--- config.mk ---
export PLATFORM = sky130hd
export DESIGN_NAME = spi_request_scheduler_flat
export DESIGN_NICKNAME = d
export VERILOG_FILES = /design/src/rtl/spi_sched_pkg.sv /design/src/rtl/spi_request_scheduler_if.sv /design/src/rtl/sched_down_counter.sv /design/src/rtl/spi_request_scheduler.sv /design/src/flat_wrapper.sv
export SDC_FILE = /design/constraint.sdc
export NUM_CORES = 1
export LEC_CHECK = 0
export BUFFER_PORTS_ARGS = -buffer_cell sky130_fd_sc_hd__clkbuf_2
export CORE_MARGIN = 2
export CORE_UTILIZATION = 64
export DETAILED_ROUTE_END_ITERATION = 10
export PLACE_DENSITY_LB_ADDON = 0.1
export SYNTH_ARGS = -nofsm -noshare
export SYNTH_HDL_FRONTEND = slang
export SYNTH_SLANG_ARGS = --single-unit
--- constraint.sdc ---
create_clock -name i_clk -period 5.9 [get_ports i_clk]
set_clock_uncertainty 0.05 [all_clocks]
set_input_delay 1.77 -clock i_clk [delete_from_list [all_inputs] [get_ports i_clk]]
set_output_delay 1.77 -clock i_clk [all_outputs]
set_load 0.1 [all_outputs]
--- src/rtl/spi_sched_pkg.sv ---
// Shared definitions for the SPI request scheduler.
// Holds the FSM state encoding, the default timing constants (in clock cycles
// at 20 kHz), and datapath widths. CNT_W = 16 covers the largest timer
// (40000 cycles).
package spi_sched_pkg;

    localparam int CNT_W   = 16;
    localparam int TEMP_W  = 10;
    localparam int RETRY_W = 4;

    localparam int DEF_START_DELAY   = 3000;
    localparam int DEF_TEMP_PERIOD   = 20000;
    localparam int DEF_THERM_TIMEOUT = 2000;
    localparam int DEF_PROG_TIMEOUT  = 40000;
    localparam int DEF_BACKOFF       = 200;
    localparam int DEF_MAX_RETRY     = 3;

    typedef enum logic [2:0] {
        ST_STARTUP   = 3'd0,
        ST_IDLE      = 3'd1,
        ST_REQ_PROG  = 3'd2,
        ST_REL_PROG  = 3'd3,
        ST_REQ_THERM = 3'd4,
        ST_REL_THERM = 3'd5,
        ST_BACKOFF   = 3'd6
    } state_t;

    // Down counters terminate at zero, so an N-cycle interval preloads N-1.
    function automatic logic [CNT_W-1:0] cnt_preset(input int cycles);
        return CNT_W'(cycles - 1);
    endfunction

endpackage

--- src/rtl/spi_request_scheduler_if.sv ---
// Request/ready handshake between the scheduler and the SPI handler.
// Signal names are from the scheduler's point of view.
//   master (scheduler): drives o_read_program, o_read_therm;
//                       receives i_program_ready, i_therm_ready, i_temperature
//   slave  (handler)  : the mirror image
interface spi_request_scheduler_if;
    logic                             o_read_program;
    logic                             i_program_ready;
    logic                             o_read_therm;
    logic                             i_therm_ready;
    logic [spi_sched_pkg::TEMP_W-1:0] i_temperature;

    modport master (
        output o_read_program, o_read_therm,
        input  i_program_ready, i_therm_ready, i_temperature
    );

    modport slave (
        input  o_read_program, o_read_therm,
        output i_program_ready, i_therm_ready, i_temperature
    );
endinterface

--- src/rtl/sched_down_counter.sv ---
// Loadable down counter with auto-reload.
//   i_clk, i_reset_n : clock, synchronous active-low reset (loads i_rst_val)
//   i_load           : load i_load_val (wins over i_en)
//   i_en             : count down one step
//   o_tc             : high for the enabled cycle in which the count is zero;
//                      the counter then reloads i_load_val, giving a period of
//                      i_load_val+1 enabled cycles
module sched_down_counter
    import spi_sched_pkg::*;
(
    input  logic             i_clk,
    input  logic             i_reset_n,
    input  logic [CNT_W-1:0] i_rst_val,
    input  logic             i_load,
    input  logic [CNT_W-1:0] i_load_val,
    input  logic             i_en,
    output logic             o_tc
);
    logic [CNT_W-1:0] cnt_q, cnt_d;

    // Terminal count does not depend on i_load, so the load input can be
    // derived from next-state logic that itself consumes o_tc.
    assign o_tc = i_en && (cnt_q == '0);

    always_comb begin
        cnt_d = cnt_q;
        if (i_load)
            cnt_d = i_load_val;
        else if (i_en)
            cnt_d = (cnt_q == '0) ? i_load_val : cnt_q - CNT_W'(1);
    end

    always_ff @(posedge i_clk) begin
        if (!i_reset_n) cnt_q <= i_rst_val;
        else            cnt_q <= cnt_d;
    end
endmodule

--- src/rtl/spi_request_scheduler.sv ---
// Sequences the SPI handler: a boot program load, periodic temperature
// reads, program reloads on request, timeout with backoff/retry, and fault
// reporting. One transaction at a time over a level-held request/ready
// handshake.
//   i_clk, i_reset_n  : 20 kHz clock, synchronous active-low reset
//   i_program_update  : pulse, request a program reload
//   i_spi_disconnect  : bus unavailable; no launch, timeouts frozen
//   spi (master)      : read_program/program_ready, read_therm/therm_ready,
//                       temperature
//   o_temperature     : last good temperature, o_temp_valid sticky
//   o_temp_update     : pulse, o_temperature updated
//   o_program_load    : pulse, program data present on the handler
//   o_busy            : not in IDLE/STARTUP
//   o_fault           : MAX_RETRY consecutive timeouts, cleared on success
module spi_request_scheduler
    import spi_sched_pkg::*;
#(
    parameter int START_DELAY   = DEF_START_DELAY,
    parameter int TEMP_PERIOD   = DEF_TEMP_PERIOD,
    parameter int THERM_TIMEOUT = DEF_THERM_TIMEOUT,
    parameter int PROG_TIMEOUT  = DEF_PROG_TIMEOUT,
    parameter int BACKOFF       = DEF_BACKOFF,
    parameter int MAX_RETRY     = DEF_MAX_RETRY
) (
    input  logic                    i_clk,
    input  logic                    i_reset_n,
    input  logic                    i_program_update,
    input  logic                    i_spi_disconnect,
    spi_request_scheduler_if.master spi,
    output logic [TEMP_W-1:0]       o_temperature,
    output logic                    o_temp_valid,
    output logic                    o_temp_update,
    output logic                    o_program_load,
    output logic                    o_busy,
    output logic                    o_fault
);
    localparam logic [CNT_W-1:0]   START_V    = cnt_preset(START_DELAY);
    localparam logic [CNT_W-1:0]   PERIOD_V   = cnt_preset(TEMP_PERIOD);
    localparam logic [CNT_W-1:0]   THERM_TO_V = cnt_preset(THERM_TIMEOUT);
    localparam logic [CNT_W-1:0]   PROG_TO_V  = cnt_preset(PROG_TIMEOUT);
    localparam logic [CNT_W-1:0]   BACKOFF_V  = cnt_preset(BACKOFF);
    localparam logic [RETRY_W-1:0] LAST_TRY   = RETRY_W'(MAX_RETRY - 1);

    state_t              state_q, state_d;
    logic                rd_prog_q, rd_prog_d, rd_therm_q, rd_therm_d;
    logic [TEMP_W-1:0]   temp_q, temp_d;
    logic                valid_q, valid_d, upd_q, upd_d, load_q, load_d;
    logic                busy_q, busy_d, fault_q, fault_d;
    logic [RETRY_W-1:0]  retry_q, retry_d;
    logic                prog_pend_q, prog_pend_d, therm_pend_q, therm_pend_d;

    logic                timed_out, give_up, prog_phase;
    logic                per_tc, dly_tc, to_tc;
    logic                dly_load, dly_en, to_load, to_en;
    logic [CNT_W-1:0]    to_load_val;

    // Period timer: held preloaded during STARTUP, free-running afterwards.
    sched_down_counter u_period (
        .i_clk(i_clk), .i_reset_n(i_reset_n), .i_rst_val(PERIOD_V),
        .i_load(state_q == ST_STARTUP), .i_load_val(PERIOD_V),
        .i_en(state_q != ST_STARTUP), .o_tc(per_tc)
    );

    // Startup delay and retry backoff share one timer; reset preloads the
    // startup interval, entry to BACKOFF loads the backoff interval.
    assign dly_load = (state_d == ST_BACKOFF) && (state_q != ST_BACKOFF);
    assign dly_en   = (state_q == ST_STARTUP) || (state_q == ST_BACKOFF);

    sched_down_counter u_delay (
        .i_clk(i_clk), .i_reset_n(i_reset_n), .i_rst_val(START_V),
        .i_load(dly_load), .i_load_val(BACKOFF_V),
        .i_en(dly_en), .o_tc(dly_tc)
    );

    // Transaction timeout: restarted on every REQ/REL entry, frozen while
    // the bus is disconnected so the handler can recover in place.
    assign to_load     = (state_d != state_q) &&
                         (state_d inside {ST_REQ_PROG, ST_REL_PROG, ST_REQ_THERM, ST_REL_THERM});
    assign to_load_val = (state_d inside {ST_REQ_PROG, ST_REL_PROG}) ? PROG_TO_V : THERM_TO_V;
    assign to_en       = (state_q inside {ST_REQ_PROG, ST_REL_PROG, ST_REQ_THERM, ST_REL_THERM}) &&
                         !i_spi_disconnect;

    sched_down_counter u_timeout (
        .i_clk(i_clk), .i_reset_n(i_reset_n), .i_rst_val('0),
        .i_load(to_load), .i_load_val(to_load_val),
        .i_en(to_en), .o_tc(to_tc)
    );

    assign prog_phase = (state_q == ST_REQ_PROG) || (state_q == ST_REL_PROG);
    assign give_up    = timed_out && (retry_q == LAST_TRY);

    always_comb begin
        state_d      = state_q;
        rd_prog_d    = 1'b0;
        rd_therm_d   = 1'b0;
        temp_d       = temp_q;
        valid_d      = valid_q;
        upd_d        = 1'b0;
        load_d       = 1'b0;
        fault_d      = fault_q;
        retry_d      = retry_q;
        prog_pend_d  = prog_pend_q;
        therm_pend_d = therm_pend_q;
        timed_out    = 1'b0;

        unique case (state_q)
            ST_STARTUP: if (dly_tc) state_d = ST_IDLE;
            ST_IDLE: begin
                if (!i_spi_disconnect) begin
                    if (prog_pend_q) begin
                        state_d     = ST_REQ_PROG;
                        rd_prog_d   = 1'b1;
                        prog_pend_d = 1'b0;
                    end else if (therm_pend_q) begin
                        state_d      = ST_REQ_THERM;
                        rd_therm_d   = 1'b1;
                        therm_pend_d = 1'b0;
                    end
                end
            end
            // Ready is checked before the timeout so it wins a tie.
            ST_REQ_PROG: begin
                if (spi.i_program_ready) begin
                    load_d  = 1'b1;
                    retry_d = '0;
                    fault_d = 1'b0;
                    state_d = ST_REL_PROG;
                end else if (to_tc) begin
                    timed_out = 1'b1;
                end else begin
                    rd_prog_d = 1'b1;
                end
            end
            ST_REL_PROG: begin
                if (!spi.i_program_ready) state_d = ST_IDLE;
                else if (to_tc)           timed_out = 1'b1;
            end
            ST_REQ_THERM: begin
                if (spi.i_therm_ready) begin
                    temp_d  = spi.i_temperature;
                    valid_d = 1'b1;
                    upd_d   = 1'b1;
                    retry_d = '0;
                    fault_d = 1'b0;
                    state_d = ST_REL_THERM;
                end else if (to_tc) begin
                    timed_out = 1'b1;
                end else begin
                    rd_therm_d = 1'b1;
                end
            end
            ST_REL_THERM: begin
                if (!spi.i_therm_ready) state_d = ST_IDLE;
                else if (to_tc)         timed_out = 1'b1;
            end
            ST_BACKOFF: if (dly_tc) state_d = ST_IDLE;
            default:    state_d = ST_IDLE;
        endcase

        // A timeout re-arms its request type for normal arbitration; the
        // last allowed attempt instead raises the fault and drops the request.
        if (timed_out) begin
            state_d = ST_BACKOFF;
            retry_d = give_up ? '0 : retry_q + RETRY_W'(1);
            if (give_up)    fault_d      = 1'b1;
            if (prog_phase) prog_pend_d  = !give_up;
            else            therm_pend_d = !give_up;
        end

        // External triggers are set-dominant over same-cycle clears.
        prog_pend_d  = prog_pend_d  | i_program_update;
        therm_pend_d = therm_pend_d | per_tc;

        busy_d = !(state_d inside {ST_IDLE, ST_STARTUP});
    end

    always_ff @(posedge i_clk) begin
        if (!i_reset_n) begin
            state_q      <= ST_STARTUP;
            rd_prog_q    <= 1'b0;
            rd_therm_q   <= 1'b0;
            temp_q       <= '0;
            valid_q      <= 1'b0;
            upd_q        <= 1'b0;
            load_q       <= 1'b0;
            busy_q       <= 1'b0;
            fault_q      <= 1'b0;
            retry_q      <= '0;
            prog_pend_q  <= 1'b1;
            therm_pend_q <= 1'b1;
        end else begin
            state_q      <= state_d;
            rd_prog_q    <= rd_prog_d;
            rd_therm_q   <= rd_therm_d;
            temp_q       <= temp_d;
            valid_q      <= valid_d;
            upd_q        <= upd_d;
            load_q       <= load_d;
            busy_q       <= busy_d;
            fault_q      <= fault_d;
            retry_q      <= retry_d;
            prog_pend_q  <= prog_pend_d;
            therm_pend_q <= therm_pend_d;
        end
    end

    assign spi.o_read_program = rd_prog_q;
    assign spi.o_read_therm   = rd_therm_q;
    assign o_temperature      = temp_q;
    assign o_temp_valid       = valid_q;
    assign o_temp_update      = upd_q;
    assign o_program_load     = load_q;
    assign o_busy             = busy_q;
    assign o_fault            = fault_q;
endmodule
--- src/flat_wrapper.sv ---
// flat-port wrapper written by rule: the top's interface ports become plain ports
module spi_request_scheduler_flat import spi_sched_pkg::*;
#(
    parameter int START_DELAY   = DEF_START_DELAY,
    parameter int TEMP_PERIOD   = DEF_TEMP_PERIOD,
    parameter int THERM_TIMEOUT = DEF_THERM_TIMEOUT,
    parameter int PROG_TIMEOUT  = DEF_PROG_TIMEOUT,
    parameter int BACKOFF       = DEF_BACKOFF,
    parameter int MAX_RETRY     = DEF_MAX_RETRY
)
  (i_clk, i_reset_n, i_program_update, i_spi_disconnect, o_temperature, o_temp_valid, o_temp_update, o_program_load, o_busy, o_fault, spi_o_read_program, spi_o_read_therm, spi_i_program_ready, spi_i_therm_ready, spi_i_temperature);
  spi_request_scheduler_if spi_i ();
  input  logic i_clk;
  input  logic i_reset_n;
  input  logic i_program_update;
  input  logic i_spi_disconnect;
  output logic [TEMP_W-1:0] o_temperature;
  output logic o_temp_valid;
  output logic o_temp_update;
  output logic o_program_load;
  output logic o_busy;
  output logic o_fault;
  output wire logic [$bits(spi_i.o_read_program)-1:0] spi_o_read_program;
  output wire logic [$bits(spi_i.o_read_therm)-1:0] spi_o_read_therm;
  input wire logic [$bits(spi_i.i_program_ready)-1:0] spi_i_program_ready;
  input wire logic [$bits(spi_i.i_therm_ready)-1:0] spi_i_therm_ready;
  input wire logic [$bits(spi_i.i_temperature)-1:0] spi_i_temperature;
  assign spi_o_read_program = spi_i.o_read_program;
  assign spi_o_read_therm = spi_i.o_read_therm;
  assign spi_i.i_program_ready = spi_i_program_ready;
  assign spi_i.i_therm_ready = spi_i_therm_ready;
  assign spi_i.i_temperature = spi_i_temperature;
  spi_request_scheduler #(.START_DELAY(START_DELAY), .TEMP_PERIOD(TEMP_PERIOD), .THERM_TIMEOUT(THERM_TIMEOUT), .PROG_TIMEOUT(PROG_TIMEOUT), .BACKOFF(BACKOFF), .MAX_RETRY(MAX_RETRY)) u_core (.i_clk(i_clk), .i_reset_n(i_reset_n), .i_program_update(i_program_update), .i_spi_disconnect(i_spi_disconnect), .spi(spi_i), .o_temperature(o_temperature), .o_temp_valid(o_temp_valid), .o_temp_update(o_temp_update), .o_program_load(o_program_load), .o_busy(o_busy), .o_fault(o_fault));
endmodule
# Yosys cells after proc, flatten, opt, wreduce, memory -nomap -nowiden
# Index checks and enable logic that the tools add are counted.
# word_totals
register_bits	74
inputBits	16
wordCells	127
out_inout_bits	17
# classes
n_eq_ne	17
mux	55
bitwise	3
reduce_logical	32
add_sub_neg	4
# op_table
op	n
2-to-1 mux 16 bit	6
zero test 16 bit	3
subtractor 16 x 1 -> 16 bit (second input constant)	3
2-to-1 mux 1 bit	28
2-to-1 mux 3 bit	9
2-to-1 mux 12 bit	2
== test 3 bit (second input constant)	6
case mux 3 bit (6 select lines)	1
2-to-1 mux 4 bit	4
== test 3 x 2 -> 1 bit (second input constant)	4
case mux 4 bit (2 select lines)	1
nonzero test 2 bit	4
nonzero test 4 bit	2
logical AND 1 bit	7
== test 3 x 1 -> 1 bit (second input constant)	2
zero test 3 bit	2
!= test 3 x 2 -> 1 bit (second input constant)	2
case mux 1 bit (2 select lines)	3
AND reduction 2 bit	3
nonzero test 3 bit	2
OR reduction 2 bit	3
adder 4 x 1 -> 4 bit (second input constant)	1
== test 4 x 2 -> 1 bit (second input constant)	1
case mux 1 bit (4 select lines)	1
other kinds (7)	11

# Depth between registers and ports, before layout
# Gate-level depths: netlist of the first run.
# depth
ltp_word	14
ltp_mapped	9
ltp_nobuf	8

# Modules after synthesis
# From an unflattened synthesis of the first run, not the netlist that was laid out.
# hier_totals
hier_cells	562
hier_area_um2	4986.0
# by_module_without_submodules
module	instances	seq_area_each_um2	area_per_inst_um2	cells_per_inst
sched_down_counter	3	480.5	1234.9	134
spi_request_scheduler	1	520.5	1281.2	160

# Worst setup path after synthesis of the first run
# Ideal clock, no wire load.
# synth_timing
path_kind	input to register
startpoint	input spi_i_program_ready
endpoint	register u_core.retry_q[3]
setup_time_ns	0.076
stages	6
setup_slack_ns	2.743
arrival_ns	3.032
cell_sequence	or2_2 > a21oi_1 > o2111ai_1 > clkbuf_1 > or3_1 > a21boi_0
# synth_between
elab_chain_cells	5
elab_cells_between_ends	10
cone_classes	eq/ne (2); mux (5); reduce/logical (3)
# synth_lines
item	line	rtl
start, declared	flat_wrapper.sv:25	input wire logic [$bits(spi_i.i_program_ready)-1:0] spi_i_program_ready;
branches (longest 5 deep; another with case mux 1 bit (4 select lines))	-	
end signal, assigned	spi_request_scheduler.sv:201	retry_q <= retry_d;
end, declared	spi_request_scheduler.sv:49	logic [RETRY_W-1:0] retry_q, retry_d;
# Parallel ways; which one is timed is not known.
# A chain may end at the register's enable or synchronous reset.

# Worst setup path in the final report of the first run
# layout_timing
startpoint	input spi_i_program_ready
endpoint	register u_core.retry_q[2]
# The elaborated chain is that of the path after synthesis.

==> run summary, run 1 <==
outcome - complete, no violations
Synth Area in XOR/XNOR - 5.61%
CTS Buffer Depth - 2
post-synthesis mux area share - 1.10%
Cells after Synth - 449
Synth Area per Inst - 8.35 µm²
H-tree depth - 3
total wire length - 8.52 mm
post-detailed-route count of antenna-violating nets - 0
Remaining Overflow, GRT - 0
first-pass GRT wire length - 13.9 mm
library cells used by synthesis - 62
GP Congestion - 0.914
Die Y - 80.5 µm
post-synthesis async set-or-reset flop share - 0%
crit path launch type - input port
die width - 80.5 µm
register area share after synthesis - 39.5%
Resized cells post-CTS - 0
fin crit period - 3.35 ns
max-slew violations - 0
Syn-to-layout area delta - 10.5%
antenna violations before repair - 0
Inserted Clock Buffers - 9
wl on met1 - 3.74 mm
Residual DRC - 0
maximum VDD drop - 0.247 mV
vias - 3298
Final Cycle Share - 56.8%
dpl ws - 2.21 ns
drt pass-1 iters - 4
Synth warnings - 0
Crit Path Class - input port to flip-flop
Slew Limit Headroom - 38.6%
largest cells by area after synthesis - dfxtp_1 40%, nand2_1 5.1%, nor2_1 4.5%
io pins - 33
die footprint - 6480 µm²
Buf+Inv Stages, Crit Path - 1
Max Freq - 298 MHz
critical-path cell list - clkbuf_2 -> or2_2 -> a21oi_1 -> o2111ai_1 -> or4b_1 -> a21boi_0
CP endpoint kind - flip-flop
worst path required time - 6.14 ns
Leak Pwr - 1.51 nW
final setup TNS - 0 ns
r2r setup slk - 3.31 ns
CTS tree - done
Ant. Diodes - 0
setup bufs post-CTS - 0
DR WL/cell - 15.4 µm
highest metal used - met4
critical path's slowest cell - or4b_1
routed wl met2 - 4.24 mm
HP Class - flip-flop to flip-flop
Post-CTS Hold Buffers - 0
adder-cell share of the synthesized area - 2.00%
ys flop type - dfxtp_1
Mapped Area - 3750 µm²
largest net degree at the start of global routing - 48
total clock sinks - 74
Initial Util - 67.2%
core area - 5570 µm²
share of layout cells above drive strength 1 - 14.1%
commonest cells in the synthesized netlist - 74 x dfxtp_1, 51 x nand2_1, 45 x nor2_1
Root Driver - clkbuf_8
CP top delay family - simple AND/OR/NAND/NOR gates
Port Buf Inserts - 32
final setup vio count - 0
vias in the first global route - 3028
PD cells - 233 nW/µm²
PnR worst setup slack - 2.55 ns
GRT Util Overall - 27.7%
Post-synth EDFFs - 0
crit path max fanout - 12
slowest stage delay, CP - 0.61 ns
Clk Latency, worst-skew pair - 0.36 ns
Synth area leader - dfxtp_1
RSZ-0062 raised after global routing - false
met3 wire len - 370 µm
MaxCap Viol Count - 0
DPL Wire Length - 5.81 mm
post-synthesis compound-gate area fraction - 19.1%
Nets - 498
Starting DRT DRC Count - 219
Reg clk slew, reported paths - 0.08 ns
simple-gate share of the synthesized area - 29.1%
Via density - 5.96
count leader, synth - dfxtp_1
Yosys top cell area share - 39.5%
Worst EP arrival - 3.59 ns
measured slew at the worst slew-check pin - 0.912 ns
Yosys reg bits - 74
syn nets - 471
Final Hold Viols - 0
row cnt - 27
largest family of logic cells by synthesized area - simple AND/OR/NAND/NOR gates
==> worst reg2reg max path, stage by stage, from the launching register on <==
cell and delay [ns]:
dfxtp_1 0.35, inv_1 0.07, ha_1 0.16, nor4b_2 0.35
nand4_1 0.28, a2111oi_4 0.65, nor2_2 0.15, o21ai_0 0.19
o311ai_0 0.15
==> where the power goes <==
part	leakage (nW)	total (mW)	internal [mW]	switching, mW
logic	0.815	0.0249	0.0111	0.0138
clock network	0.103	0.436	0.239	0.197
registers	0.597	0.504	0.501	0.00252
total	1.51	0.965	0.751	0.214
==> path summary, 6_finish.rpt <==
| check | depth (start not counted) | end | from |
|---|---|---|---|
| worst max-delay path | 6 | u_core.retry_q[2]$_SDFFE_PN0P_ | spi_i_program_ready |
| worst min-delay path | 1 | u_core.u_period.cnt_q[0]$_SDFFE_PP1P_ | u_core.u_period.cnt_q[0]$_SDFFE_PP1P_ |
| worst max register to register | 8 | u_core.u_delay.cnt_q[4]$_SDFFE_PN1P_ | u_core.u_timeout.cnt_q[0]$_SDFFE_PN0P_ |
| worst min register to register | 1 | u_core.u_period.cnt_q[0]$_SDFFE_PP1P_ | u_core.u_period.cnt_q[0]$_SDFFE_PP1P_ |
==> placed cells by master (no fill, tap or decap), types with 3 or more instances in the layout <==
cell type / instances
nor3b_1: 3
inv_1: 15
nor4_1: 12
dfxtp_1: 74
a21oi_1: 19
o21a_1: 7
mux2i_1: 3
nand2_1: 51
a31oi_1: 4
nor2_1: 45
a21boi_0: 17
and3_1: 8
or2_2: 5
a211oi_1: 3
clkbuf_2: 32
ha_1: 6
o211ai_1: 6
or3_1: 9
o21ai_0: 24
nand3_1: 16
nor2b_1: 10
xor2_1: 9
xnor2_1: 15
nand4_1: 4
nor3_1: 12
a21boi_1: 3
clkbuf_8: 9
and2_1: 4
o311ai_0: 3
nand2b_1: 8
==> metrics by stage <==
step                      util [%]  hold slack [ns]  area [µm²]  instances  power (mW)
after CTS                     74.3            0.364        4140        553       0.971
after detailed placement      70.4            0.359        3920        537       0.540
after floorplan                  -            0.321        3750        449       0.530
after global routing          74.3            0.384        4140        553       0.993
after global placement        70.4            0.332        3920        537       0.539
final                         74.3            0.362        4140        553       0.965
==> metal layers <==
| layer | GRT usage, % | up-vias |
|---|---|---|
| met2 | 46.6 | 82 |
| met3 | 5.06 | 17 |
| met1 | 33.3 | 1552 |
| met5 | 0 | - |
| li1 | - | 1647 |
| met4 | 15.4 | 0 |
==> sequential cells by signal (all words and copies together) (netlist names) <==
register,count
u_core.state_q,3
u_core.prog_pend_q,1
u_core.u_period.cnt_q,16
u_core.retry_q,4
u_core.u_timeout.cnt_q,16
u_core.spi.o_read_therm,1
u_core.o_temp_update,1
u_core.o_temperature,10
u_core.o_fault,1
u_core.u_delay.cnt_q,16
u_core.o_program_load,1
u_core.o_temp_valid,1
u_core.o_busy,1
u_core.spi.o_read_program,1
u_core.therm_pend_q,1
==> kinds of logic after synthesis <==
kind of cell               Yosys count
and+or+nand+nor                    206
DFF                                 74
adders and majority gates            6
muxes                                4
AOI/OAI and AO/OA                  104
buffers and inverters               31
xor gates and xnor gates            24
==> cell type report <==
class,instances,area [µm²]
flip-flops and latches,74,1480
well taps,72,90.1
repair buffers,32,160
multi-input cells,344,2140
clock buffers,10,128
fillers,459,1430
inverters,15,56.3
clock inverters,6,88.8
No activity file was read; power rests on OpenSTA's default activity.
==> run 2: changes to the inputs <==
Settings changed: CORE_UTILIZATION 64 to 54.
Clock period 5.9 ns to 3 ns, I/O delays scaled along.
==> run summary, run 2 (same netlist as run 1, synthesis figures left out) <==
Nets - 505
post-detailed-route count of antenna-violating nets - 0
vias - 3256
total clock sinks - 74
io pins - 33
Post-Route Utilization - 62.4%
CP endpoint kind - flip-flop
antenna violations before repair - 0
worst setup path startpoint - u_core.u_timeout.cnt_q[0]$_SDFFE_PN0P_
Die Y - 87.3 µm
outcome - complete, no violations
routed wl met2 - 3.87 mm
vias in the first global route - 2996
MaxCap Viol Count - 0
DPL Wire Length - 5.86 mm
PD cells - 453 nW/µm²
DR WL/cell - 14.3 µm
CTS tree - done
r2r startpoint - u_core.u_timeout.cnt_q[0]$_SDFFE_PN0P_
die width - 87.3 µm
HP Class - flip-flop to flip-flop
Remaining Overflow, GRT - 0
wl on met1 - 3.78 mm
Inserted Clock Buffers - 9
crit path launch type - flip-flop
Root Driver - clkbuf_8
Via density - 5.73
row cnt - 30
die footprint - 7620 µm²
final setup vio count - 0
Reg clk slew, reported paths - 0.07 ns
Port Buf Inserts - 32
H-tree depth - 3
first-pass GRT wire length - 13.8 mm
highest metal used - met4
share of layout cells above drive strength 1 - 15.4%
Final Cycle Share - 81.4%
measured slew at the worst slew-check pin - 0.778 ns
GP Congestion - 0.987
drt pass-1 iters - 4
Starting DRT DRC Count - 135
fin crit period - 2.44 ns
Post-CTS Hold Buffers - 0
hold_sp - u_core.u_period.cnt_q[0]$_SDFFE_PP1P_
Final Hold Viols - 0
final setup TNS - 0 ns
Residual DRC - 0
Resized cells post-CTS - 0
Leak Pwr - 1.56 nW
Slew Limit Headroom - 47.9%
hold_ws - 0.351 ns
leading cell type in the layout, fill and taps excluded - dfxtp_1
GRT Util Overall - 22.6%
biggest registers after layout - u_core.u_delay.cnt_q x16, u_core.u_period.cnt_q x16, u_core.u_timeout.cnt_q x16
Initial Util - 55.5%
maximum VDD drop - 0.269 mV
commonest cells after routing, fill and taps aside - 74 x dfxtp_1, 51 x nand2_1, 45 x nor2_1
worst path required time - 3.17 ns
setup bufs post-CTS - 0
Ant. Diodes - 0
RSZ-0062 raised after global routing - false
Syn-to-layout area delta - 12.5%
CTS Buffer Depth - 2
Worst EP arrival - 2.61 ns
largest net degree at the start of global routing - 29
max-slew violations - 0
met3 wire len - 336 µm
Crit Path Class - flip-flop to flip-flop
Max Freq - 409 MHz
core area - 6760 µm²
Clk Latency, worst-skew pair - 0.34 ns
total wire length - 8.13 mm
crit path max fanout - 5
==> run 2: final cells by class <==
cell class | instances | area, µm²
well taps | 80 | 100
fillers | 606 | 2540
flip-flops and latches | 74 | 1480
clock buffers | 12 | 155
inverters | 15 | 56.3
multi-input cells | 344 | 2140
clock inverters | 4 | 73.8
repair buffers | 39 | 213
==> run 2: critical path, stage by stage (launching register included) <==
cell and delay [ns]:
dfxtp_1 0.34, inv_1 0.07, ha_1 0.17, nor3b_1 0.45
nand4_1 0.34, nor3b_2 0.44, a31oi_1 0.18, o21ai_0 0.19
a21boi_0 0.10
==> run 2: through the flow <==
| stage | area (µm²) | total power, mW | std cells | worst slack, ns |
|---|---|---|---|---|
| after floorplan | 3750 | 1.04 | 449 | 0.713 |
| after global placement | 3990 | 1.06 | 552 | 0.392 |
| after detailed placement | 3990 | 1.06 | 552 | 0.361 |
| after CTS | 4220 | 1.94 | 568 | 0.579 |
| after global routing | 4220 | 1.98 | 568 | 0.261 |
| final | 4220 | 1.91 | 568 | 0.557 |
==> run 2: worst paths after layout <==
check | slack (ns) | to | depth (start not counted)
worst min register to register | 0.35 | u_core.u_period.cnt_q[0]$_SDFFE_PP1P_ | 1
worst min-delay path | 0.35 | u_core.u_period.cnt_q[0]$_SDFFE_PP1P_ | 1
worst max-delay path | 0.56 | u_core.retry_q[2]$_SDFFE_PN0P_ | 8
worst max register to register | 0.56 | u_core.retry_q[2]$_SDFFE_PN0P_ | 8
==> run 2: power by group <==
group / switching [mW] / internal, mW
clock: 0.355 / 0.514
sequential: 0.00462 / 0.986
combinational: 0.0276 / 0.0230
==> run 2: per-layer routing <==
layer  vias up  GRT usage, %
li1       1670             -
met1      1499          28.5
met2        71          37.1
met3        16          5.88
met4         0          7.97
met5         -             0
